$ cat src/rtl/display_share_arbiter.sv
// Round-robin owner selection for the shared 8-digit hex display.
// An owner keeps the display for a minimum dwell before it rotates to the next requester.
module display_share_arbiter #(
  parameter int          HOLD_CYCLES = 25_000_000,
  parameter int          HOLD_W      = 25,
  parameter logic [31:0] BLANK_WORD  = 32'h0
) (
  input  logic        clk,
  input  logic        reset_n,
  input  logic [3:0]  req,
  input  logic [31:0] data0,
  input  logic [31:0] data1,
  input  logic [31:0] data2,
  input  logic [31:0] data3,
  output logic [3:0]  grant,
  output logic [1:0]  owner,
  output logic        active,
  output logic        switch_p,
  output logic [31:0] disp_data
);

  localparam logic [HOLD_W-1:0] DWELL_MAX = HOLD_W'(HOLD_CYCLES - 1);

  typedef enum logic {IDLE, OWN} state_t;

  state_t            state_q, state_d;
  logic [HOLD_W-1:0] dwell_q, dwell_d;
  logic [3:0]        grant_d;
  logic [1:0]        owner_d;
  logic              switch_d;
  logic [31:0]       disp_d;
  logic [31:0]       owner_data;
  logic [2:0]        pick_all, pick_oth;

  // Returns {found, index}; scans last+1, last+2, ... wrapping through all four slots.
  function automatic logic [2:0] rr_pick(input logic [3:0] cand, input logic [1:0] last);
    logic [2:0] res;
    logic [1:0] idx;
    res = 3'b000;
    for (int k = 1; k <= 4; k++) begin
      idx = last + 2'(k);
      if (!res[2] && cand[idx]) res = {1'b1, idx};
    end
    return res;
  endfunction

  function automatic logic [HOLD_W-1:0] dwell_sat_inc(input logic [HOLD_W-1:0] d);
    return (d == DWELL_MAX) ? d : d + HOLD_W'(1);
  endfunction

  always_comb begin
    case (owner)
      2'd0:    owner_data = data0;
      2'd1:    owner_data = data1;
      2'd2:    owner_data = data2;
      default: owner_data = data3;
    endcase
  end

  // The current owner is masked out so release and rotation both move to someone else.
  assign pick_all = rr_pick(req, owner);
  assign pick_oth = rr_pick(req & ~(4'b0001 << owner), owner);

  always_comb begin
    state_d  = state_q;
    grant_d  = grant;
    owner_d  = owner;
    dwell_d  = dwell_q;
    switch_d = 1'b0;
    disp_d   = BLANK_WORD;
    case (state_q)
      IDLE: begin
        if (pick_all[2]) begin
          state_d  = OWN;
          grant_d  = 4'b0001 << pick_all[1:0];
          owner_d  = pick_all[1:0];
          dwell_d  = '0;
          switch_d = 1'b1;
        end
      end
      default: begin
        disp_d  = owner_data;
        dwell_d = dwell_sat_inc(dwell_q);
        if (!req[owner]) begin
          switch_d = 1'b1;
          dwell_d  = '0;
          if (pick_oth[2]) begin
            grant_d = 4'b0001 << pick_oth[1:0];
            owner_d = pick_oth[1:0];
          end else begin
            state_d = IDLE;
            grant_d = 4'b0000;
            disp_d  = BLANK_WORD;
          end
        end else if (dwell_q == DWELL_MAX && pick_oth[2]) begin
          switch_d = 1'b1;
          dwell_d  = '0;
          grant_d  = 4'b0001 << pick_oth[1:0];
          owner_d  = pick_oth[1:0];
        end
      end
    endcase
  end

  // Registered output stage; owner resets to 3 so the first search starts at requester 0.
  always_ff @(posedge clk or negedge reset_n) begin
    if (!reset_n) begin
      state_q   <= IDLE;
      dwell_q   <= '0;
      grant     <= 4'b0000;
      owner     <= 2'd3;
      active    <= 1'b0;
      switch_p  <= 1'b0;
      disp_data <= BLANK_WORD;
    end else begin
      state_q   <= state_d;
      dwell_q   <= dwell_d;
      grant     <= grant_d;
      owner     <= owner_d;
      active    <= (state_d == OWN);
      switch_p  <= switch_d;
      disp_data <= disp_d;
    end
  end

endmodule
$ cat config.mk
export PLATFORM = sky130hd
export DESIGN_NAME = display_share_arbiter
export DESIGN_NICKNAME = d
export VERILOG_FILES = /design/src/rtl/display_share_arbiter.sv
export SDC_FILE = /design/constraint.sdc
export NUM_CORES = 1
export LEC_CHECK = 0
export ABC_CLOCK_PERIOD_IN_PS = 8189
export BUFFER_PORTS_ARGS = -buffer_cell sky130_fd_sc_hd__buf_4
export CAP_MARGIN = 25
export CORE_UTILIZATION = 52
export CTS_BUF_LIST = sky130_fd_sc_hd__clkbuf_16
export CTS_CLUSTER_SIZE = 40
export DETAILED_ROUTE_END_ITERATION = 8
export GPL_TIMING_DRIVEN = 1
export PLACE_DENSITY = 0.87
export SLEW_MARGIN = 20
export SYNTH_ARGS = -nofsm -noshare
export SYNTH_HDL_FRONTEND = slang
export SYNTH_SLANG_ARGS = --single-unit
$ cat constraint.sdc
create_clock -name clk -period 8.19 [get_ports clk]
set_clock_uncertainty 0.2 [all_clocks]
set_input_delay 0.4095 -clock clk [delete_from_list [all_inputs] [get_ports clk]]
set_output_delay 0.4095 -clock clk [all_outputs]
set_load 0.02 [all_outputs]
# Word level (Yosys, flattened, before mapping)
# Index checks and enable logic that the tools add are counted.
op_classes:
  addsub: 4
  order_cmp: 4
  n_eq_ne: 6
  shift: 3
  mux: 50
  bitwise_logic: 2
  n_reduce_logical: 18
ops:
  columns: ["operator", "count"]
  rows:
  - ["$mux W25", 5]
  - ["$mux W32", 3]
  - ["$pmux W32 S3", 1]
  - ["$add A25 B1 Y25 const B", 1]
  - ["$eq A25 B25 Y1 const B", 1]
  - ["$mux W3", 8]
  - ["$mux W4", 5]
  - ["$bmux W1 S2", 8]
  - ["$mux W1", 15]
  - ["$lt A2 B3 Y1 const B", 4]
  - ["$shl A1 B2 Y4 const A", 3]
  - ["$mux W2", 5]
  - ["$logic_and A1 B1 Y1", 7]
  - ["$logic_not A1 Y1", 6]
  - ["$add A2 B2 Y2 const B", 2]
  - ["$and A4 B4 Y4", 1]
  - ["$ne A4 B3 Y1 const B", 1]
  - ["$not A4 Y4", 1]
  - ["$reduce_and A2 Y1", 2]
  - ["$ne A3 B1 Y1 const B", 1]
  - ["$ne A3 B2 Y1 const B", 1]
  - ["$reduce_and A3 Y1", 1]
  - ["$add A2 B1 Y2 const B", 1]
  - ["$eq A2 B1 Y1 const B", 1]
  - ["other kinds (3)", 3]
word_totals:
  regBits: 65
  input_bits: 134
  output_inout_bits: 40
  wordCells: 93

# Longest topological paths before layout
depth:
  depth_word: 19
  mapped_depth: 11

# Least setup slack after synthesis
# Ideal clock, no wire load.
synth_timing:
  kind: "register -> register"
  start: "register owner[1]"
  end: "register dwell_q[5]"
  arrival_ns: 3.151
  t_required_ns: 7.914
  path_slack_ns: 4.763
  stages_incl_launch_ff: 12
  path_buffers: 2
  period_less_slack_ns: 3.427
  cell_sequence: "dfstp_2 -> clkbuf_1 -> inv_1 -> ha_1 -> mux4_2 -> or2_1 -> or4_4 -> buf_6 -> nand2_8 -> inv_4 -> or4_1 -> o21ai_1"
synth_between:
  elab_chain_cells: 19
synth_rtl:
  columns: ["element", "line_no", "source"]
  rows:
  - ["start, declared", "16", "output logic [1:0] owner,"]
  - ["start signal, assigned", "119", "owner <= owner_d;"]
  - ["branches (longest 19 deep; another with $add A2 B1 Y2)", null, null]
  - ["end signal, assigned", "117", "dwell_q <= dwell_d;"]
  - ["end, declared", "27", "logic [HOLD_W-1:0] dwell_q, dwell_d;"]
# Parallel ways; which one is timed is not known. The select of a mux whose other input is x is not followed.
# A chain may end at the register's enable or synchronous reset.

# Final worst setup path
layout_timing:
  start: "register owner[0]"
  end: "register dwell_q[19]"
# The elaborated chain is that of the path after synthesis.

==> metrics.md <==
| Metric | Value |
|---|---|
| CP Max Fanout | `34` |
| Initial Util | `0.539` |
| Post-synth top area share | `0.401` |
| Delay-heaviest family, CP | `simple AND/OR/NAND/NOR gates` |
| Initial antenna violation count | `0` |
| Ranking of synthesized cells by area | `dfrtp_1 (40%), nor2_1 (8.2%), a222oi_1 (8.2%), a21oi_1 (5.1%), clkbuf_1 (3.3%)` |
| Top cell type by total area after synthesis | `dfrtp_1` |
| Slowest-stage cell, CP | `dfstp_2` |
| Yosys cell types | `52` |
| Post-Synth Adder-Cell Area | `0.0159` |
| Vias in the first global route | `3,968` |
| Crit path DAT | `4100 ps` |
| Crit path largest cell delay | `810 ps` |
| First-pass GRT wire length | `19.0 mm` |
| Final setup viols | `0` |
| Io pins | `174` |
| GP Congestion | `0.996` |
| Num CTS Buffers | `9` |
| Syn nets | `576` |
| Total number of vias | `4,225` |
| Rows | `31` |
| Net count, final | `725` |
| Hold Vio Cnt, Final | `21` |
| Clk buf depth | `2` |
| Hold Crit Class | `in -> async` |
| Worst-Skew Late Latency | `330 ps` |
| Violated checks | `negative hold slack` |
| Commonest non-fill, non-tap cells in the layout | `buf_4 (174), nor2_1 (86), dfrtp_1 (63)` |
| P_leak | `2.60 nW` |
| Setup CP Type | `reg -> reg` |
| Die area | `7910 sq um` |
| Iter 0 DRT Violations | `432` |
| Area grow syn2layout | `41.1%` |
| Fin Setup TNS | `0 ps` |
| Avg WL per Cell | `18.0 um` |
| Worst setup EP type | `flop` |
| Synth Warn # | `0` |
| Area fraction in compound gates after synthesis | `0.230` |
| Post-Synth Simple-Gate Area | `0.217` |
| Met1 wire length | `4.64 mm` |
| Remaining antenna violation count | `0` |
| Synthesized flop and latch total | `65` |
| Share of cells above drive strength 1 | `0.352` |
| GRT Resource Usage Total | `0.320` |
| Post-synthesis sequential area ratio | `0.415` |
| Async SR Flop Fraction | `1.00` |
| Post-synthesis xor/xnor area fraction | `0.0312` |
| Largest net degree at the start of global routing | `66` |
| Period utilization | `0.499` |
| N_diodes | `0` |
| Status | `finished with violations` |
| CP Buf/Inv Count | `1` |
| Post-route DRC | `0` |
| Max-slew headroom | `0.459` |
| Least-Margin Pin Slew | `812 ps` |
| Most used DFF post-synth | `dfrtp_1` |
| Hold slack final | `-26.0 ps` |
| Post-detail-place hpwl | `9.00 mm` |
| Buffers on Ports | `173` |
| Commonest non-fill, non-tap cell in the layout | `buf_4` |
| Met2 routed WL | `6.43 mm` |
| WL met3 | `902 um` |
| Avg Cell Area, Syn | `8.99 sq um` |
| Total core area | `7290 sq um` |
| Main combinational cell family by area after synthesis | `compound AO/OA/AOI/OAI gates` |
| PD cells | `358 nW/um^2` |
| Setup Buffers After CTS | `0` |
| Critical path required time | `8210 ps` |
| Die Ht | `88.9 um` |
| Utilization after layout | `0.760` |
| Fin crit period | `4080 ps` |
| CP startpoint kind | `flop` |
| Clock transition at the registers of the reported paths | `60 ps` |
| CTS Sinks | `65` |
| CTS tree | `yes` |
| Fmax achieved | `245 MHz` |
| Worst vdd ir | `203 uV` |
| WL final | `12.5 mm` |
| Post-Syn Area | `3930 sq um` |
| Root Driver | `clkbuf_16` |
| Count of final max-slew check failures | `0` |
| Max-cap viol count | `0` |
| H-tree depth | `3` |
| Number of enable flip-flop cells after synthesis | `0` |
| Final global-route overflow total | `0` |
| Die Wd | `88.9 um` |
| Cells after synthesis | `437` |
| Hold buffer count at CTS | `0` |
| Pre-antenna DRT Iters | `7` |
| # resized after CTS | `0` |
| Vias per cell | `6.12` |
| Mux share of post-synthesis cell area | `0.0427` |
| Worst-path cell chain | `ha_2, nand2b_1, and4_1, nand3_1, o21ai_0, buf_2, nor3_1, o21a_1` |
| Unrepaired setup endpoints after global routing | `false` |
| Top Metal Used | `met4` |
==> flip-flops by register name, summed over array words and instances, names as in the netlist <==
register and flops:
disp_data 32, dwell_q 25, grant 4, owner 2, state_q 1, switch_p 1
==> metal layers <==
layer | vias up | track usage
li1 | 1954 | -
met1 | 2002 | 0.383
met2 | 228 | 0.544
met3 | 41 | 0.0803
met4 | 0 | 0.150
met5 | - | 0
==> worst reg2reg max path: cells and delay by family (launching register included) <==
family | cells | cell delay [ps]
buffers and inverters | 1 | 300
AND/OR/NAND/NOR | 4 | 1080
flip-flops | 1 | 810
AO/OA/AOI/OAI | 2 | 860
adder cells (fa/ha/maj) | 1 | 730
==> synth_stat cells, drive strengths merged (2+ instances only) <==
cell type  instances
a21oi             40
a221oi             3
a222oi            32
a31oi              2
and2               5
and3               8
buf                2
clkbuf            35
dfrtp             63
dfstp              2
ha                 5
inv                9
mux2i              4
mux4               5
nand2             20
nand2b             7
nand3              9
nand3b             2
nand4              6
nor2              86
nor2b              3
nor3               3
nor4               2
nor4bb             3
o2111ai            8
o211ai             8
o21a               4
o21ai             13
o221ai             4
o31ai              5
or2                3
or3                2
or4                8
xor2              14
==> kinds of logic (layout without fill, tap and decap cells) <==
family | after synthesis | count (layout)
buf+inv | 46 | 200
simple gates | 172 | 172
compound gates | 125 | 125
flops | 65 | 65
mux | 10 | 10
xor+xnor | 14 | 14
fa+ha+maj | 5 | 5
==> metrics by stage <==
stage               setup slack, ps  power (mW)  std cells  area [sq um]
floorplan                      4760        1.23        437          3930
global placement               3920        1.53        673          5210
detailed placement             3900        1.56        674          5220
CTS                            3870        1.97        690          5530
global route                   3910        2.11        690          5550
finish                         4110        1.99        690          5550
==> worst paths after layout <==
path | slack (ps) | from | cells past startpoint | to
worst min-delay path | -30 | reset_n | 1 | dwell_q[21]$_DFFE_PN0P_
worst max-delay path | 4110 | owner[0]$_DFFE_PN1P_ | 8 | dwell_q[19]$_DFFE_PN0P_
min in group clk | 120 | data3[14] | 3 | disp_data[14]$_DFF_PN0_
worst min register to register | 320 | grant[2]$_DFFE_PN0P_ | 1 | grant[2]$_DFFE_PN0P_
max in group asynchronous | 7280 | reset_n | 1 | disp_data[5]$_DFF_PN0_
worst max register to register | 4110 | owner[0]$_DFFE_PN1P_ | 8 | dwell_q[19]$_DFFE_PN0P_
==> cell type report <==
type	count	area (sq um)
clock buffers	9	225
clock inverters	7	85.1
fillers	512	1750
inverters	9	36.3
multi-input cells	326	2130
flip-flops and latches	65	1630
well taps	99	124
repair buffers	175	1310
==> report_power, final <==
group          internal (mW)  switching [mW]  leakage [nW]
clock network          0.263           0.136         0.150
logic                  0.446           0.651          1.61
registers              0.426          0.0663         0.844
total                   1.13           0.853          2.60
Note: power is estimated with default switching activity, not from simulation.
